--- src/rtl/vending_customer_pkg.sv ---
// Shared definitions for the vending customer: sizes, coin and item values,
// status and state encodings.
package vending_customer_pkg;

  localparam int kNumCoins    = 3;
  localparam int kNumItems    = 4;
  localparam int kTotalBits   = 31;
  localparam int kCountBits   = 8;
  localparam int kWaitCycles  = 4;
  localparam int kQuietCycles = 2;

  typedef enum logic [1:0] {
    STATUS_OK       = 2'd0,
    STATUS_NO_FUNDS = 2'd1,
    STATUS_TIMEOUT  = 2'd2
  } status_e;

  typedef enum logic [2:0] {
    S_IDLE      = 3'd0,
    S_INSERT    = 3'd1,
    S_CHECK     = 3'd2,
    S_SELECT    = 3'd3,
    S_WAIT_ITEM = 3'd4,
    S_RETURN    = 3'd5,
    S_DONE      = 3'd6
  } state_e;

  // Coins are indexed in ascending value order; the greedy pick relies on it.
  function automatic logic [kTotalBits-1:0] coin_value(input int idx);
    case (idx)
      0:       coin_value = 31'd100;
      1:       coin_value = 31'd500;
      2:       coin_value = 31'd1000;
      default: coin_value = '0;
    endcase
  endfunction

  function automatic logic [kTotalBits-1:0] item_price(input int idx);
    case (idx)
      0:       item_price = 31'd400;
      1:       item_price = 31'd500;
      2:       item_price = 31'd1000;
      3:       item_price = 31'd2000;
      default: item_price = '0;
    endcase
  endfunction

  function automatic logic is_single_item(input logic [kNumItems-1:0] v);
    is_single_item = $onehot(v);
  endfunction

endpackage

--- src/rtl/vending_customer_wallet.sv ---
// Customer wallet: per-coin counts, greedy highest-value coin pick, saturating
// refund accumulation and the combinational wallet value.
module customer_wallet
  import vending_customer_pkg::*;
(
  input  logic                            clk,
  input  logic                            reset,
  input  logic                            i_load,
  input  logic [kNumCoins*kCountBits-1:0] i_load_count,
  input  logic                            i_dec,
  input  logic                            i_ret_en,
  input  logic [kNumCoins-1:0]            i_ret_coin,
  output logic [kNumCoins-1:0]            o_pick,
  output logic                            o_any,
  output logic [kTotalBits-1:0]           o_total
);

  logic [kCountBits-1:0] r_count [kNumCoins];
  logic [kNumCoins-1:0]  w_pick;
  logic                  w_any;
  logic [kTotalBits-1:0] w_total;

  always_ff @(posedge clk or posedge reset) begin
    if (reset) begin
      for (int c = 0; c < kNumCoins; c++) r_count[c] <= '0;
    end else if (i_load) begin
      for (int c = 0; c < kNumCoins; c++)
        r_count[c] <= i_load_count[c*kCountBits +: kCountBits];
    end else begin
      for (int c = 0; c < kNumCoins; c++) begin
        if (i_dec && w_pick[c])
          r_count[c] <= r_count[c] - 8'd1;
        else if (i_ret_en && i_ret_coin[c] && (r_count[c] != 8'hFF))
          r_count[c] <= r_count[c] + 8'd1;
      end
    end
  end

  // Later (higher-value) coins override earlier ones, leaving the richest non-empty coin.
  always_comb begin
    w_pick = '0;
    w_any  = 1'b0;
    for (int c = 0; c < kNumCoins; c++) begin
      if (r_count[c] != '0) begin
        w_pick    = '0;
        w_pick[c] = 1'b1;
        w_any     = 1'b1;
      end
    end
  end

  always_comb begin
    w_total = '0;
    for (int c = 0; c < kNumCoins; c++)
      w_total = w_total + kTotalBits'(r_count[c]) * coin_value(c);
  end

  assign o_pick  = w_pick;
  assign o_any   = w_any;
  assign o_total = w_total;

endmodule

--- src/rtl/vending_customer.sv ---
// Customer-side purchase sequencer: inserts coins greedily until the machine
// offers the item, selects it, waits for delivery, then collects the change.
//
// state     | meaning
// IDLE      | ready for a request; wallet may be loaded
// INSERT    | one coin insert pulse on the machine
// CHECK     | machine balance has settled; decide select / insert / give up
// SELECT    | one item select pulse
// WAIT_ITEM | wait up to kWaitCycles for delivery
// RETURN    | hold change-return until the coin stream goes quiet
// DONE      | one-cycle completion pulse
module vending_customer
  import vending_customer_pkg::*;
(
  input  logic                            clk,
  input  logic                            reset,
  input  logic                            i_req_valid,
  input  logic [kNumItems-1:0]            i_req_item,
  output logic                            o_req_ready,
  input  logic                            i_wallet_load,
  input  logic [kNumCoins*kCountBits-1:0] i_wallet_count,
  output logic [kNumCoins-1:0]            o_input_coin,
  output logic [kNumItems-1:0]            o_select_item,
  output logic                            o_trigger_return,
  input  logic [kNumItems-1:0]            i_available_item,
  input  logic [kNumItems-1:0]            i_output_item,
  input  logic [kNumCoins-1:0]            i_return_coin,
  output logic                            o_done,
  output logic [1:0]                      o_status,
  output logic [kTotalBits-1:0]           o_wallet_total
);

  state_e               r_state;
  logic [kNumItems-1:0] r_item;
  logic [1:0]           r_wait_timer;
  logic                 r_quiet_timer;
  status_e              r_status;
  logic                 r_req_ready;
  logic [kNumCoins-1:0] r_input_coin;
  logic [kNumItems-1:0] r_select_item;
  logic                 r_trigger_return;
  logic                 r_done;

  logic                 w_avail;
  logic                 w_any;
  logic [kNumCoins-1:0] w_pick;
  logic                 w_load;
  logic                 w_dec;
  logic                 w_ret_en;

  assign w_avail  = |(i_available_item & r_item);
  assign w_load   = i_wallet_load && (r_state == S_IDLE);
  assign w_dec    = (r_state == S_CHECK) && !w_avail && w_any;
  assign w_ret_en = (r_state == S_RETURN);

  customer_wallet u_wallet (
    .clk          (clk),
    .reset        (reset),
    .i_load       (w_load),
    .i_load_count (i_wallet_count),
    .i_dec        (w_dec),
    .i_ret_en     (w_ret_en),
    .i_ret_coin   (i_return_coin),
    .o_pick       (w_pick),
    .o_any        (w_any),
    .o_total      (o_wallet_total)
  );

  always_ff @(posedge clk or posedge reset) begin
    if (reset) begin
      r_state          <= S_IDLE;
      r_item           <= '0;
      r_wait_timer     <= '0;
      r_quiet_timer    <= 1'b0;
      r_status         <= STATUS_OK;
      r_req_ready      <= 1'b1;
      r_input_coin     <= '0;
      r_select_item    <= '0;
      r_trigger_return <= 1'b0;
      r_done           <= 1'b0;
    end else begin
      r_input_coin  <= '0;
      r_select_item <= '0;
      r_done        <= 1'b0;
      case (r_state)
        S_IDLE: begin
          if (i_req_valid && is_single_item(i_req_item)) begin
            r_item      <= i_req_item;
            r_status    <= STATUS_OK;
            r_req_ready <= 1'b0;
            r_state     <= S_CHECK;
          end
        end
        S_CHECK: begin
          if (w_avail) begin
            r_select_item <= r_item;
            r_state       <= S_SELECT;
          end else if (w_any) begin
            r_input_coin <= w_pick;
            r_state      <= S_INSERT;
          end else begin
            r_status         <= STATUS_NO_FUNDS;
            r_trigger_return <= 1'b1;
            r_quiet_timer    <= 1'(kQuietCycles - 1);
            r_state          <= S_RETURN;
          end
        end
        S_INSERT: r_state <= S_CHECK;
        S_SELECT: begin
          r_wait_timer <= 2'(kWaitCycles - 1);
          r_state      <= S_WAIT_ITEM;
        end
        S_WAIT_ITEM: begin
          if (i_output_item == r_item) begin
            r_status         <= STATUS_OK;
            r_trigger_return <= 1'b1;
            r_quiet_timer    <= 1'(kQuietCycles - 1);
            r_state          <= S_RETURN;
          end else if (r_wait_timer == '0) begin
            r_status         <= STATUS_TIMEOUT;
            r_trigger_return <= 1'b1;
            r_quiet_timer    <= 1'(kQuietCycles - 1);
            r_state          <= S_RETURN;
          end else begin
            r_wait_timer <= r_wait_timer - 2'd1;
          end
        end
        S_RETURN: begin
          // Any returned coin restarts the quiet window.
          if (i_return_coin != '0) begin
            r_quiet_timer <= 1'(kQuietCycles - 1);
          end else if (r_quiet_timer == 1'b0) begin
            r_trigger_return <= 1'b0;
            r_done           <= 1'b1;
            r_state          <= S_DONE;
          end else begin
            r_quiet_timer <= r_quiet_timer - 1'b1;
          end
        end
        S_DONE: begin
          r_req_ready <= 1'b1;
          r_state     <= S_IDLE;
        end
        default: begin
          r_req_ready <= 1'b1;
          r_state     <= S_IDLE;
        end
      endcase
    end
  end

  assign o_req_ready      = r_req_ready;
  assign o_input_coin     = r_input_coin;
  assign o_select_item    = r_select_item;
  assign o_trigger_return = r_trigger_return;
  assign o_done           = r_done;
  assign o_status         = r_status;

endmodule
--- config.mk ---
export PLATFORM = sky130hd
export DESIGN_NAME = vending_customer
export DESIGN_NICKNAME = d
export VERILOG_FILES = /design/src/rtl/vending_customer_pkg.sv /design/src/rtl/vending_customer_wallet.sv /design/src/rtl/vending_customer.sv
export SDC_FILE = /design/constraint.sdc
export NUM_CORES = 1
export LEC_CHECK = 0
export BUFFER_PORTS_ARGS = -buffer_cell sky130_fd_sc_hd__buf_4
export CORE_MARGIN = 3
export CORE_UTILIZATION = 40
export CTS_BUF_LIST = sky130_fd_sc_hd__clkbuf_8
export CTS_CLUSTER_SIZE = 40
export DETAILED_ROUTE_END_ITERATION = 10
export PLACE_DENSITY = 0.62
export SYNTH_ARGS = -nofsm -noshare
export SYNTH_HDL_FRONTEND = slang
export SYNTH_HIERARCHICAL = 1
export SYNTH_SLANG_ARGS = --single-unit
--- constraint.sdc ---
create_clock -name clk -period 5.8 [get_ports clk]
set_input_delay 0.58 -clock clk [delete_from_list [all_inputs] [get_ports clk]]
set_output_delay 0.58 -clock clk [all_outputs]
set_load 0.01 [all_outputs]
# [After elaboration in Yosys (flattened, before gate mapping)]
# Cells that the tools add are included.
[op_classes] n_reduce_logical=35 n_mux=50 eq_ne=18 n_bitwise=2 add_sub_neg=13 mul=3
[op_table] operator="adder 31 bit" n=2
[op_table] operator="two-way mux 8 bit" n=6
[op_table] operator="two-way mux 3 bit" n=11
[op_table] operator="multiplier 8 x 7 -> 15 bit, second input constant" n=2
[op_table] operator="adder 8 x 1 -> 8 bit, second input constant" n=3
[op_table] operator="two-way mux 24 bit" n=1
[op_table] operator="inequality test 8 bit, second input constant" n=3
[op_table] operator="nonzero test 8 bit" n=3
[op_table] operator="subtractor 8 x 1 -> 8 bit, second input constant" n=3
[op_table] operator="one-hot mux 3 bit (6 select lines)" n=1
[op_table] operator="nonzero test 3 bit" n=6
[op_table] operator="two-way mux 1 bit" n=16
[op_table] operator="two-way mux 2 bit" n=8
[op_table] operator="logical AND 1 bit" n=13
[op_table] operator="multiplier 8 x 5 -> 13 bit, second input constant" n=1
[op_table] operator="inequality test 2 bit, second input constant" n=6
[op_table] operator="two-way mux 4 bit" n=2
[op_table] operator="AND reduction 4 bit" n=2
[op_table] operator="equality test 3 x 1 -> 1 bit, second input constant" n=2
[op_table] operator="equality test 3 x 2 -> 1 bit, second input constant" n=2
[op_table] operator="equality test 3 bit, second input constant" n=2
[op_table] operator="one-hot mux 1 bit (3 select lines)" n=2
[op_table] operator="one-hot mux 2 bit (3 select lines)" n=1
[op_table] operator="AND reduction 6 bit" n=1
[op_table] operator="20 further kinds" n=22
[totals] wordCells=134 output_inout_bits=43 reg_bits=46

# [Longest topological paths before layout]
[depth] depth_word=8 ltp_mapped=26 mapped_depth_nobuf=26

# [Modules after synthesis]
# Netlist, hierarchy kept.
[by_module_without_submodules] module="customer_wallet" cells_per_inst=770 seq_area_each_um2=600.6 area_each_um2=6731.5 instances=1
[by_module_without_submodules] module="vending_customer" cells_per_inst=106 seq_area_each_um2=551.8 area_each_um2=1114.8 instances=1

# [Worst setup path after synthesis]
# No wires, ideal clock.
[synth_path] path_type="register to output" startpoint="register u_wallet/r_count[9] (netlist name)" endpoint="output o_wallet_total[17]" arrival_ps=5687 path_slack_ps=-467 stages_incl_launch_ff=23 path_cell_list="dfrtp_1 fa_1 xor2_1 ha_1 fa_1 inv_1 fa_1 inv_1 ha_1 o21a_1 and2_1 o41ai_1 xnor2_1 ha_1 and3_1 a211o_1 a21oi_1 xnor2_1 ha_1 a2111oi_2 o21bai_1 a21oi_1 xnor2_1"
[synth_via] elab_chain_cells=3
[synth_rtl] element="from (decl)" line_no="vending_customer_wallet.sv:18" source="logic [kCountBits-1:0] r_count [kNumCoins];"
[synth_rtl] element="from (signal, indexed assignment)" line_no="vending_customer_wallet.sv:28" source="r_count[c] <= i_load_count[c*kCountBits +: kCountBits];"
[synth_rtl] element="from (signal, indexed assignment)" line_no="vending_customer_wallet.sv:32" source="r_count[c] <= r_count[c] - 8'd1;"
[synth_rtl] element="from (signal, indexed assignment)" line_no="vending_customer_wallet.sv:34" source="r_count[c] <= r_count[c] + 8'd1;"
[synth_rtl] element="multiplier 8 x 7 -> 15 bit" line_no="vending_customer_wallet.sv:55" source="w_total = w_total + kTotalBits'(r_count[c]) * coin_value(c);"
[synth_rtl] element="adder 31 bit (2 in a row)" line_no="vending_customer_wallet.sv:55"
[synth_rtl] element="to (decl)" line_no="vending_customer.sv:30" source="output logic [kTotalBits-1:0] o_wallet_total"
# Every way passes these cells.

# [Worst setup path in the final report]
[layout_path] startpoint="register u_wallet/r_count[8] (netlist name)" endpoint="output o_wallet_total[18]"
# The elaborated chain is that of the path after synthesis.

==> impl_metrics.json <==
{
  "status": "complete, but fails checks",
  "violations": "negative setup slack",
  "fin_crit_sh_pct": 112.3,
  "grt.overflow.total": 0,
  "critPathMaxStageDelay_ns": 0.59,
  "dieHeight_um": 146.1,
  "nNetsFinal": 1298,
  "antenna_found_initial": 0,
  "area_growth_syn_to_layout_pct": 23.14,
  "core-area_mm2": 0.01896,
  "mostFrequentLayoutCell": "buf_4",
  "whs_ns": 0.4153,
  "crit_required_ns": 5.22,
  "rows": 50,
  "synth_seq_cells": 46,
  "cap_violations": 0,
  "synth_cell_type_count": 63,
  "critPathLaunchType": "flop",
  "synth_cells": 876,
  "viasPerCell": 4.968,
  "postPlaceCellArea_mm2": 0.009338,
  "cts.path.max_buffers": 2,
  "finalHoldViolCount": 0,
  "routabilityCongestion": 0.8235,
  "syn_area_per_cell_um2": 8.957,
  "clock-sinks": 46,
  "wl_per_cell_um": 13.81,
  "synth_flop_cell": "dfrtp_1",
  "arrival_ns": 5.93,
  "h-tree-depth": 2,
  "hold_path_class": "input port to asynchronous set/reset pin",
  "clock_latency_ns": 0.32,
  "setup_viol_count_final": 8,
  "maxSlewViolCount": 0,
  "initial_core_util_pct": 41.39,
  "cts_hold_buffers": 0,
  "cts_root_buf": "clkbuf_8",
  "crit_fanout": 6,
  "dp.final_hpwl_mm": 15.09,
  "firstDrtPassIters": 4,
  "cp_cell_sequence": "fa_1, xor2_1, ha_1, fa_1, inv_1, fa_1, inv_2, ha_4, o21a_1, and2_4, o41ai_4, xnor2_1, ha_2, and3_1, a211o_1, a21oi_2, xnor2_1, ha_2, a21o_1, a21oi_1, o21ai_1, a31o_2, buf_6",
  "crit_top_cell": "fa_1",
  "grt_pass1_wl_mm": 30.79,
  "ys_warn_count": 6,
  "portBuffers": 71,
  "ys_seq_area_share_pct": 14.69,
  "ios": 86,
  "grt_pass1_vias": 6523,
  "worstMarginPinSlew_ns": 1.022,
  "timing.fmax_ghz": 0.1536,
  "die_area_mm2": 0.02133,
  "drtIter0Drc": 249,
  "totalWireLength_mm": 17.95,
  "maxSlewHeadroom_pct": 31.78,
  "setup_tns_ns": -4.263,
  "synth_edf_count": 0,
  "n_antenna_cell": 0,
  "crit_type": "flop to primary output",
  "cts_tree": "done",
  "path_clk_slew_ns": 0.10,
  "crit_path_top_delay_cell": "fa_1",
  "rsz0062_at_grt": "yes",
  "grt_max_degree": 28,
  "vias": 6459,
  "syn_area_mm2": 0.007846,
  "final_layout_size_suffix_gt1_share_pct": 23.27,
  "fin_area_mm2": 0.009662,
  "final_cell_mix": "165 x buf_4, 158 x ha_1, 117 x inv_1",
  "synth-async-reset-ratio_pct": 100.0,
  "die_w_um": 146.1,
  "grtUsageTotal_pct": 16.83,
  "worst_slack_ns": -0.7111,
  "skew_ns": 0.01514,
  "critPathCaptureType": "primary output",
  "drtAntennaViolNets": 0,
  "period_needed_ns": 6.511,
  "cts_made_buffers": 5,
  "drc": 0
}
-- area by class of cell --
type	instances	area, µm²
Fill cell	1804	9294
Multi-Input combinational cell	698	6367
Timing Repair Buffer	168	1272
Sequential cell	46	1156
Inverter	120	450.4
Tap cell	260	325.3
Clock buffer	5	68.82
Clock inverter	3	21.27
-- kinds of logic (layout without fill, tap and decap cells) --
logic type,Yosys count,after routing,synth area share (%)
other,1,14,0.04779
DFF,46,46,14.69
adders and majority gates,216,216,39.42
xor gates and xnor gates,72,72,8.037
AOI/OAI and AO/OA,196,196,16.25
buffers and inverters,145,296,7.670
muxes,14,14,1.977
and+or+nand+nor,186,186,11.91
-- sequential cells by signal, summed over array words and instances (netlist names) --
signal / cells
o_req_ready: 1
r_wait_timer: 2
o_select_item: 4
u_wallet/r_count: 24
o_trigger_return: 1
r_quiet_timer: 1
o_done: 1
r_item: 4
o_input_coin: 3
o_status: 2
r_state: 3
-- metrics by stage --
step                      worst slack, ns  cells  util, %
after CTS                         -0.7399   1300    50.41
final                             -0.7111   1300    50.97
after global placement            -0.3666   1286    49.26
after floorplan                   -0.2130    889        -
after global routing              -0.9921   1300    50.97
after detailed placement          -0.4840   1286    49.26
-- worst paths after layout --
kind                                      from              endpoint  slack [ns]  cells past startpoint
max in group asynchronous                reset   u_wallet/r_count[9]        4.60                      2
hold reg to reg                  r_quiet_timer                o_done        0.49                      1
hold / removal                           reset            r_state[0]        0.42                      2
setup / recovery           u_wallet/r_count[8]    o_wallet_total[18]       -0.71                     23
min in group clk            i_wallet_count[15]  u_wallet/r_count[15]        0.47                      3
setup reg to reg           u_wallet/r_count[5]  u_wallet/r_count[22]        1.67                     16
-- worst max-delay path, delay by kind of cell, from the launching register on --
kind,cells,cell delay (ns)
adder cells (fa/ha/maj),7,2.68
AND/OR/NAND/NOR,2,0.33
buffers and inverters,3,0.22
AO/OA/AOI/OAI,8,1.51
flip-flops,1,0.43
XOR/XNOR,3,0.44
-- synth_stat cells, types with 13 or more instances --
| cell type | instances | area share, % |
|---|---|---|
| a21oi_1 | 62 | 4.0 |
| and2_1 | 13 | 1.0 |
| a21o_1 | 19 | 1.8 |
| o21ai_0 | 46 | 2.9 |
| nor2_1 | 40 | 1.9 |
| nor3_1 | 18 | 1.1 |
| dfrtp_1 | 45 | 14 |
| ha_1 | 164 | 26 |
| xor2_1 | 25 | 2.8 |
| buf_4 | 14 | 1.3 |
| fa_1 | 52 | 13 |
| nor2b_1 | 15 | 1.2 |
| inv_1 | 120 | 5.7 |
| nand2_1 | 49 | 2.3 |
| xnor2_1 | 47 | 5.2 |
-- repair_timing --
item / 4_1_cts / 5_1_grt
resized for setup: 17 / 25
setup buffers: 6 / 0
setup endpoints to repair: 9 / 10
pin swaps: 26 / 10
-- per-layer routing --
layer	global-route usage, %	share of wire, %
met4	1.693	0.55
met2	29.68	49
met3	1.862	2.3
met5	0	0
met1	23.14	48
Power is left out: the tool's default activity adds up to more than one toggle a clock period on the data nets, which glitch-free logic cannot reach.
